[src/rtl/parity_sched_pkg.sv]
// ----------------------------------------------------------------------------
// parity_sched_pkg
//
// Shared definitions for the parity frame scheduler:
//   sched_state_t : scheduler FSM encoding (IDLE, LOAD, SHIFT, RESULT)
//   id_width()    : width of a requester index, never less than one bit so a
//                   single-requester build still has a legal res_id port
// ----------------------------------------------------------------------------
package parity_sched_pkg;

    typedef enum logic [1:0] {
        IDLE   = 2'd0,
        LOAD   = 2'd1,
        SHIFT  = 2'd2,
        RESULT = 2'd3
    } sched_state_t;

    // max(1, $clog2(n))
    function automatic int id_width(input int n);
        if (n <= 1) begin
            return 1;
        end
        return $clog2(n);
    endfunction

endpackage

[src/rtl/rr_arbiter.sv]
// ----------------------------------------------------------------------------
// rr_arbiter
//
// Purely combinational round-robin pick: the first asserted request at or
// after ptr, searching cyclically through N requesters.
//
// Ports:
//   req       in  N   request vector
//   ptr       in  IW  index that has highest priority this round (< N)
//   grant_oh  out N   one-hot grant (all zero when no request)
//   grant_idx out IW  index of the granted requester (0 when no request)
//   any       out 1   at least one request present
// ----------------------------------------------------------------------------
module rr_arbiter
    import parity_sched_pkg::*;
#(
    parameter int  N  = 4,
    localparam int IW = id_width(N)
) (
    input  logic [N-1:0]  req,
    input  logic [IW-1:0] ptr,
    output logic [N-1:0]  grant_oh,
    output logic [IW-1:0] grant_idx,
    output logic          any
);

    // One extra bit so ptr + k can exceed N-1 before it is folded back.
    logic [IW:0]   pos;
    logic [IW-1:0] idx;
    logic          found;

    always_comb begin
        grant_oh  = '0;
        grant_idx = '0;
        found     = 1'b0;
        pos       = '0;
        idx       = '0;
        for (int k = 0; k < N; k++) begin
            pos = {1'b0, ptr} + (IW+1)'(k);
            if (pos >= (IW+1)'(N)) begin
                pos = pos - (IW+1)'(N);
            end
            idx = pos[IW-1:0];
            if (!found && req[idx]) begin
                found         = 1'b1;
                grant_idx     = idx;
                grant_oh[idx] = 1'b1;
            end
        end
        any = found;
    end

endmodule

[src/rtl/parity_frame_scheduler.sv]
// ----------------------------------------------------------------------------
// parity_frame_scheduler
//
// Shares one bit-serial parity engine between NUM_REQ requesters. A requester
// is granted round-robin and keeps the grant for its whole frame; every word
// is shifted through the accumulator one bit per cycle, and one parity result
// per frame is returned tagged with the owning requester id.
//
// Ports:
//   clk         in  1               rising-edge clock
//   rst         in  1               synchronous active-high reset
//   req_valid   in  NUM_REQ         per-requester word valid
//   req_data    in  NUM_REQ*DATA_W  requester i word at [i*DATA_W +: DATA_W]
//   req_last    in  NUM_REQ         word closes the frame
//   req_ready   out NUM_REQ         one-hot word accept (LOAD state only)
//   res_valid   out 1               frame result available (registered)
//   res_parity  out 1               frame parity, XOR of all bits ^ ODD
//   res_id      out IDW             requester that owned the frame
//   res_ready   in  1               result consumer accept
//   busy        out 1               FSM not in IDLE (registered)
//
// Handshakes: a word moves on a rising edge where req_valid[i] and
// req_ready[i] are both high; a result moves on an edge where res_valid and
// res_ready are both high. Data is ignored in every other cycle, and the
// valids of non-granted requesters are ignored until the frame's result has
// been taken.
// ----------------------------------------------------------------------------
module parity_frame_scheduler
    import parity_sched_pkg::*;
#(
    parameter int  NUM_REQ = 4,
    parameter int  DATA_W  = 8,
    parameter int  ODD     = 0,
    localparam int IDW     = id_width(NUM_REQ)
) (
    input  logic                        clk,
    input  logic                        rst,
    input  logic [NUM_REQ-1:0]          req_valid,
    input  logic [NUM_REQ*DATA_W-1:0]   req_data,
    input  logic [NUM_REQ-1:0]          req_last,
    output logic [NUM_REQ-1:0]          req_ready,
    output logic                        res_valid,
    output logic                        res_parity,
    output logic [IDW-1:0]              res_id,
    input  logic                        res_ready,
    output logic                        busy
);

    localparam int             CW       = $clog2(DATA_W);
    localparam logic [CW-1:0]  CNT_LAST = CW'(DATA_W - 1);
    localparam logic           ODD_BIT  = (ODD != 0);
    localparam logic [IDW-1:0] LAST_ID  = IDW'(NUM_REQ - 1);

    sched_state_t         state;
    logic [IDW-1:0]       grant;
    logic [NUM_REQ-1:0]   grant_oh_q;
    logic [IDW-1:0]       rr_ptr;
    logic [IDW-1:0]       next_ptr;
    logic [DATA_W-1:0]    sreg;
    logic [CW-1:0]        cnt;
    logic                 acc;
    logic                 last_q;

    logic [NUM_REQ-1:0]   arb_oh;
    logic [IDW-1:0]       arb_idx;
    logic                 arb_any;

    logic [DATA_W-1:0]    word_sel;
    logic                 last_sel;
    logic                 valid_sel;

    // ------------------------------------------------------------------
    // Arbitration: only consulted in IDLE, the result is latched into
    // grant / grant_oh_q so the frame owner cannot change mid-frame.
    // ------------------------------------------------------------------
    rr_arbiter #(
        .N (NUM_REQ)
    ) u_arb (
        .req       (req_valid),
        .ptr       (rr_ptr),
        .grant_oh  (arb_oh),
        .grant_idx (arb_idx),
        .any       (arb_any)
    );

    // ------------------------------------------------------------------
    // Select the granted requester's word, last flag and valid.
    // ------------------------------------------------------------------
    always_comb begin
        word_sel  = '0;
        last_sel  = 1'b0;
        valid_sel = 1'b0;
        for (int i = 0; i < NUM_REQ; i++) begin
            if (grant == IDW'(i)) begin
                word_sel  = req_data[i*DATA_W +: DATA_W];
                last_sel  = req_last[i];
                valid_sel = req_valid[i];
            end
        end
    end

    // The frame owner drops to lowest priority for the next round.
    assign next_ptr = (grant == LAST_ID) ? '0 : grant + 1'b1;

    // Word accept is offered only while waiting for a word of the frame.
    assign req_ready = (state == LOAD) ? grant_oh_q : '0;

    // ------------------------------------------------------------------
    // Scheduler FSM with registered result/busy outputs.
    // ------------------------------------------------------------------
    always_ff @(posedge clk) begin
        if (rst) begin
            state      <= IDLE;
            grant      <= '0;
            grant_oh_q <= '0;
            rr_ptr     <= '0;
            sreg       <= '0;
            cnt        <= '0;
            acc        <= 1'b0;
            last_q     <= 1'b0;
            res_valid  <= 1'b0;
            res_parity <= 1'b0;
            res_id     <= '0;
            busy       <= 1'b0;
        end else begin
            case (state)
                IDLE: begin
                    if (arb_any) begin
                        grant      <= arb_idx;
                        grant_oh_q <= arb_oh;
                        busy       <= 1'b1;
                        state      <= LOAD;
                    end
                end

                LOAD: begin
                    // No timeout: a stalled owner keeps the engine.
                    if (valid_sel) begin
                        sreg   <= word_sel;
                        last_q <= last_sel;
                        cnt    <= '0;
                        state  <= SHIFT;
                    end
                end

                SHIFT: begin
                    acc  <= acc ^ sreg[0];
                    sreg <= sreg >> 1;
                    cnt  <= cnt + 1'b1;
                    if (cnt == CNT_LAST) begin
                        if (last_q) begin
                            // acc has not yet absorbed this cycle's bit,
                            // so fold it in for the registered result.
                            res_valid  <= 1'b1;
                            res_parity <= acc ^ sreg[0] ^ ODD_BIT;
                            res_id     <= grant;
                            state      <= RESULT;
                        end else begin
                            state <= LOAD;
                        end
                    end
                end

                RESULT: begin
                    if (res_ready) begin
                        res_valid <= 1'b0;
                        busy      <= 1'b0;
                        acc       <= 1'b0;
                        rr_ptr    <= next_ptr;
                        state     <= IDLE;
                    end
                end

                default: begin
                    state <= IDLE;
                end
            endcase
        end
    end

endmodule

[config.mk]
export PLATFORM = sky130hd
export DESIGN_NAME = parity_frame_scheduler
export DESIGN_NICKNAME = d
export VERILOG_FILES = /design/src/rtl/parity_sched_pkg.sv /design/src/rtl/rr_arbiter.sv /design/src/rtl/parity_frame_scheduler.sv
export SDC_FILE = /design/constraint.sdc
export NUM_CORES = 1
export LEC_CHECK = 0
export ABC_AREA = 1
export CORE_ASPECT_RATIO = 1.25
export CORE_MARGIN = 5
export CORE_UTILIZATION = 30
export CTS_BUF_LIST = sky130_fd_sc_hd__clkbuf_8
export DETAILED_ROUTE_END_ITERATION = 10
export PLACE_DENSITY_LB_ADDON = 0.3
export SYNTH_ARGS = -nofsm -noshare
export SYNTH_HDL_FRONTEND = slang
export SYNTH_SLANG_ARGS = --single-unit
[constraint.sdc]
create_clock -name clk -period 2.11 [get_ports clk]
set_input_delay 0.211 -clock clk [delete_from_list [all_inputs] [get_ports clk]]
set_output_delay 0.211 -clock clk [all_outputs]
set_load 0.01 [all_outputs]
Word level (Yosys, flattened, before mapping)
Index checks and enable logic that the tools add are counted.
{"block": "classes", "reduce_logical": 24, "muxes": 63, "bitwise": 4, "eq_ne": 12, "magnitude_cmp": 12, "n_addsub": 9}
{"operator": "8-bit 2-to-1 mux", "n": 5}
{"operator": "2-bit 2-to-1 mux", "n": 14}
{"operator": "1-bit 2-to-1 mux", "n": 24}
{"operator": "4-bit 2-to-1 mux", "n": 5}
{"operator": "8-bit one-hot mux with 2 select lines", "n": 1}
{"operator": "2-bit by 3-bit < comparator with 1-bit output (second input constant)", "n": 4}
{"operator": "4-bit OR", "n": 3}
{"operator": "2-bit != test (second input constant)", "n": 5}
{"operator": "2-bit AND reduction", "n": 5}
{"operator": "3-bit >= comparator (second input constant)", "n": 3}
{"operator": "1-bit binary-select mux with 2-bit select", "n": 4}
{"operator": "1-bit demux with 2-bit select", "n": 4}
{"operator": "2-bit == test (second input constant)", "n": 4}
{"operator": "2-bit by 1-bit >= comparator with 1-bit output (second input constant)", "n": 4}
{"operator": "2-bit one-hot mux with 4 select lines", "n": 1}
{"operator": "4-bit AND reduction", "n": 2}
{"operator": "2-bit by 1-bit subtractor with 2-bit output (second input constant)", "n": 4}
{"operator": "1-bit logical AND", "n": 7}
{"operator": "2-bit by 2-bit adder with 3-bit output (second input constant)", "n": 2}
{"operator": "1-bit one-hot mux with 2 select lines", "n": 3}
{"operator": "3-bit one-hot mux with 2 select lines", "n": 1}
{"operator": "3-bit AND reduction", "n": 2}
{"operator": "2-bit nonzero test", "n": 3}
{"operator": "2-bit by 1-bit == test with 1-bit output (second input constant)", "n": 2}
{"operator": "9 further kinds", "n": 12}
{"block": "word_totals", "regBits": 28, "out_inout_bits": 9, "inputBits": 43}

Longest topological paths before layout
{"block": "logic_depth", "word_depth": 16, "mapped_depth": 13, "mapped_depth_nobuf": 13}

Modules after synthesis
Synthesis repeated with hierarchy kept, for this count alone.
{"block": "unflattened", "hier_cells": 327, "area_unflattened_um2": 2148.3}
{"module": "parity_frame_scheduler", "cells_each": 253, "n_inst": 1, "area_each_um2": 1707.9}
{"module": "rr_arbiter", "cells_each": 74, "n_inst": 1, "area_each_um2": 440.4}

Least setup slack after synthesis
No wires, ideal clock.
{"block": "synth_timing", "kind": "flip-flop to flip-flop", "from": "register rr_ptr[0]", "to": "register grant_oh_q[2]", "t_arrival_ns": 1.699, "t_required_ns": 1.993, "period_less_slack_ns": 1.816, "slack_ns": 0.294, "stages_incl_launch_ff": 13, "setup_ns": 0.117, "path_buffers": 2, "path_cell_list": "dfxtp_1 -> buf_6 -> inv_6 -> ha_1 -> inv_1 -> nand3_1 -> nand2_1 -> nand4_4 -> nand2_2 -> buf_6 -> nand2_1 -> nand2_1 -> a21oi_2"}
{"block": "synth_between", "elab_chain_len": 15, "word_cells_on_any_way": 61}
{"element": "start: declaration", "line": "parity_frame_scheduler.sv:57", "source": "logic [IDW-1:0] rr_ptr;"}
{"element": "start signal: assignment", "line": "parity_frame_scheduler.sv:169", "source": "rr_ptr <= next_ptr;"}
{"element": "branches (longest 15 deep; another with 2-bit by 1-bit adder with 3-bit output)"}
{"element": "end signal: assignment", "line": "parity_frame_scheduler.sv:130", "source": "grant_oh_q <= arb_oh;"}
{"element": "end: declaration", "line": "parity_frame_scheduler.sv:56", "source": "logic [NUM_REQ-1:0] grant_oh_q;"}
Several ways; the timed one is not identified. The select of a mux whose other input is x is not followed.
A chain may end at the register's enable or synchronous reset.

Worst setup path after layout
{"block": "layout_timing", "from": "register state[0]", "to": "output port req_ready[0]"}
{"block": "layout_between", "elab_chain_len": 2}
{"element": "start: declaration", "line": "parity_frame_scheduler.sv:54", "source": "sched_state_t state;"}
{"element": "start signal: assignment", "line": "parity_frame_scheduler.sv:113", "source": "state <= IDLE;"}
{"element": "start signal: assignment", "line": "parity_frame_scheduler.sv:132", "source": "state <= LOAD;"}
{"element": "start signal: assignment", "line": "parity_frame_scheduler.sv:142", "source": "state <= SHIFT;"}
{"element": "2-bit by 1-bit == test with 1-bit output", "line": "parity_frame_scheduler.sv:106", "source": "assign req_ready = (state == LOAD) ? grant_oh_q : '0;"}
{"element": "4-bit 2-to-1 mux", "line": "parity_frame_scheduler.sv:106"}
{"element": "end: declaration", "line": "parity_frame_scheduler.sv:41", "source": "output logic [NUM_REQ-1:0] req_ready,"}
Every way passes these cells.

==> impl_metrics.yaml <==
status:
  status: "finished clean"
synth:
  async_reset_ff_share_pct: 0
  netlist_top_cells_area: "dfxtp_1 27%, nand2_1 13%, a21oi_1 7.8%"
  ys_types: 36
  yosysWarnings: 0
  synth_ff_type: "dfxtp_1"
  synth_fp_nets: 365
  synth.most_common_cell: "nand2_1"
  yosys-top-cells-count: "71 x nand2_1, 33 x a21oi_1, 28 x dfxtp_1, 28 x nor2_1, 25 x nand3_1"
  synth_area_per_cell_sq_um: 6.79
  synth_top_area_cell: "dfxtp_1"
  synth-seq-area-share_pct: 26.5
  synth-seq-cells: 28
  synth_edf_count: 0
  netlist_area_sq_um: 2110
  synth_top_area_share_pct: 26.5
  synthCells: 311
layout:
  antenna_cells: 0
  final_nets: 420
  drive_gt1_share_pct: 14.2
  syn2layout_area_growth_pct: 32.3
  fillCellCount: 744
  final_area_sq_um: 2790
worst_hold_path:
  whs_path_depth: 1
  hold_class: "flop to flop"
sta:
  min_period_ns: 1.85
  finalHoldViolCount: 0
  skew_ns: 0.00309
  setup_viol_count_final: 0
  rsz0062_at_grt: "no"
  fin_tns_setup_ns: 0
  finalCritPeriodShare_pct: 87.7
  fmax_mhz: 541
  relSlewSlack_pct: 71.5
  worst_pin_slew_ns: 0.427
  finalMaxSlewViolations: 0
critical_path:
  cp.required_ns: 1.90
  crit_type: "flop to output pin"
  end_kind: "output pin"
  setup.worst_path.start_class: "flop"
  cp_max_fo: 5
  cp.arrival_ns: 1.64
  reg2regPathDepth: 10
global_route:
  grt_use_met1_pct: 13.2
  met3_usage_pct: 2.30
  grt_busiest_layer: "met2"
  grt_overflow: 0
  grt_max_degree: 22
  use_met2_pct: 24.6
  grt_pass1_wl_mm: 9.36
  grt_pass1_vias: 2155
  antenna_found_initial: 0
  track_usage_pct: 12.6
clock_network:
  clkTransAtPathRegs_ns: 0.10
  cts_setup_buffers: 0
  clkLatencyLatePin_ns: 0.28
  clock-sinks: 28
  htree_levels: 1
  cts_buffer_depth: 2
  clock-root-buffer: "clkbuf_8"
  cts_resized: 0
  holdBufCountCts: 0
  cts_buffers: 3
  cts_tree: "built"
placement:
  placed_cell_area_sq_um: 2740
  hpwl_mm: 4.46
  port-buffer-count: 51
  place_congestion: 0.809
pwr:
  clkPwrFrac_pct: 11.6
  internal-power_mw: 1.58
  vdd_drop_max_mv: 0.508
  p_sw_share_pct: 46.7
  seqPwrFrac_pct: 26.3
  p_leak_nw: 1.20
  p_per_area_nw_per_um2: 1060
  power_mw: 2.96
  p_sw_mw: 1.38
  pwr-share-comb_pct: 62.1
floorplanning:
  die-area_sq_um: 8830
  rows: 34
  chipWidth_um: 85.0
  start_util_pct: 30.5
  pin_count: 52
  die_h_um: 104
  coreArea_sq_um: 6930
routing:
  ant_nets: 0
  drtIter0Drc: 71
  drc: 0
  vias_per_cell: 4.66
  routed_wl_mm: 5.48
  wl_per_cell_um: 12.0
  first_pass_iters: 4
  vias: 2120
flow_run:
  cap_viol_max_count: 0
==> placed cells by master, fill, tap and decap left out, types with 4 or more instances in the layout <==
cell type        Yosys  final
inv_2                5      5
nand2_2              8      8
clkdlybuf4s50_1      0     51
ha_1                11     11
o21ai_0             24     24
o211ai_1             7      7
a21oi_1             33     33
nor2_1              28     28
nand3_1             25     25
a21oi_2              4      4
nand2_4              6      6
buf_4                1     10
clkbuf_8             0      4
dfxtp_1             28     27
inv_1               24     24
nand2_1             71     71
==> state kept, by name, summed over array words and instances, names as in the netlist <==
name / flops
last_q: 1
busy: 1
grant_oh_q: 4
sreg: 8
grant: 2
cnt: 3
acc: 1
res_parity: 1
res_id: 2
state: 2
rr_ptr: 2
res_valid: 1
==> stage by stage <==
step	setup WS [ns]	hold WS, ns	std cells	utilization, %
global placement	0.227	0.448	451	39.5
global route	0.0554	0.495	455	40.3
detailed placement	0.173	0.452	451	39.5
finish	0.260	0.465	455	40.3
floorplan	0.294	0.425	311	-
CTS	0.164	0.467	455	40.3
==> final timing paths <==
check | startpoint | to | slack (ns)
hold / removal | cnt[0]$_SDFFE_PP0P_ | cnt[0]$_SDFFE_PP0P_ | 0.46
hold reg to reg | cnt[0]$_SDFFE_PP0P_ | cnt[0]$_SDFFE_PP0P_ | 0.46
setup / recovery | state[0]$_SDFFE_PP0P_ | req_ready[0] | 0.26
setup reg to reg | rr_ptr[1]$_SDFFE_PP0P_ | grant_oh_q[1]$_SDFFE_PP0P_ | 0.27
==> layout make-up <==
class	count	area, sq um	area share [%]
well taps	90	113	4.03
multi-input cells	239	1350	48.1
clock buffers	4	55.1	1.97
repair buffers	61	586	21.0
flip-flops and latches	28	562	20.1
inverters	33	134	4.79
==> critical path: stages (launching register included) <==
cell and delay (ns):
dfxtp_1 0.36, inv_1 0.08, nor2_1 0.13, inv_1 0.13
nor2_1 0.11, clkdlybuf4s50_1 0.55
==> metal layers <==
| metal | share of wire, % | wire (um) |
|---|---|---|
| met5 | 0 | 0 |
| met1 | 41 | 2230 |
| met2 | 54 | 2950 |
| met3 | 3.0 | 165 |
| met4 | 2.4 | 131 |
==> cell families after synthesis <==
family,after synthesis,synth area share [%]
xor+xnor,1,0.415
flops,28,26.5
simple gates,151,36.3
fa+ha+maj,11,6.52
compound gates,76,20.4
buf+inv,44,9.78
==> power groups by stage <==
| stage | clock network, mW | logic [mW] | registers (mW) |
|---|---|---|---|
| 6_report | 0.344 | 1.84 | 0.778 |
| 5_1_grt | 0.381 | 2.11 | 0.802 |
| 4_1_cts | 0.358 | 1.87 | 0.779 |
| 3_5_place_dp | 0 | 1.87 | 0.791 |
| 3_3_place_gp | 0 | 1.84 | 0.788 |
| 2_1_floorplan | 0 | 1.40 | 0.770 |
(Power assumes the default switching activity.)
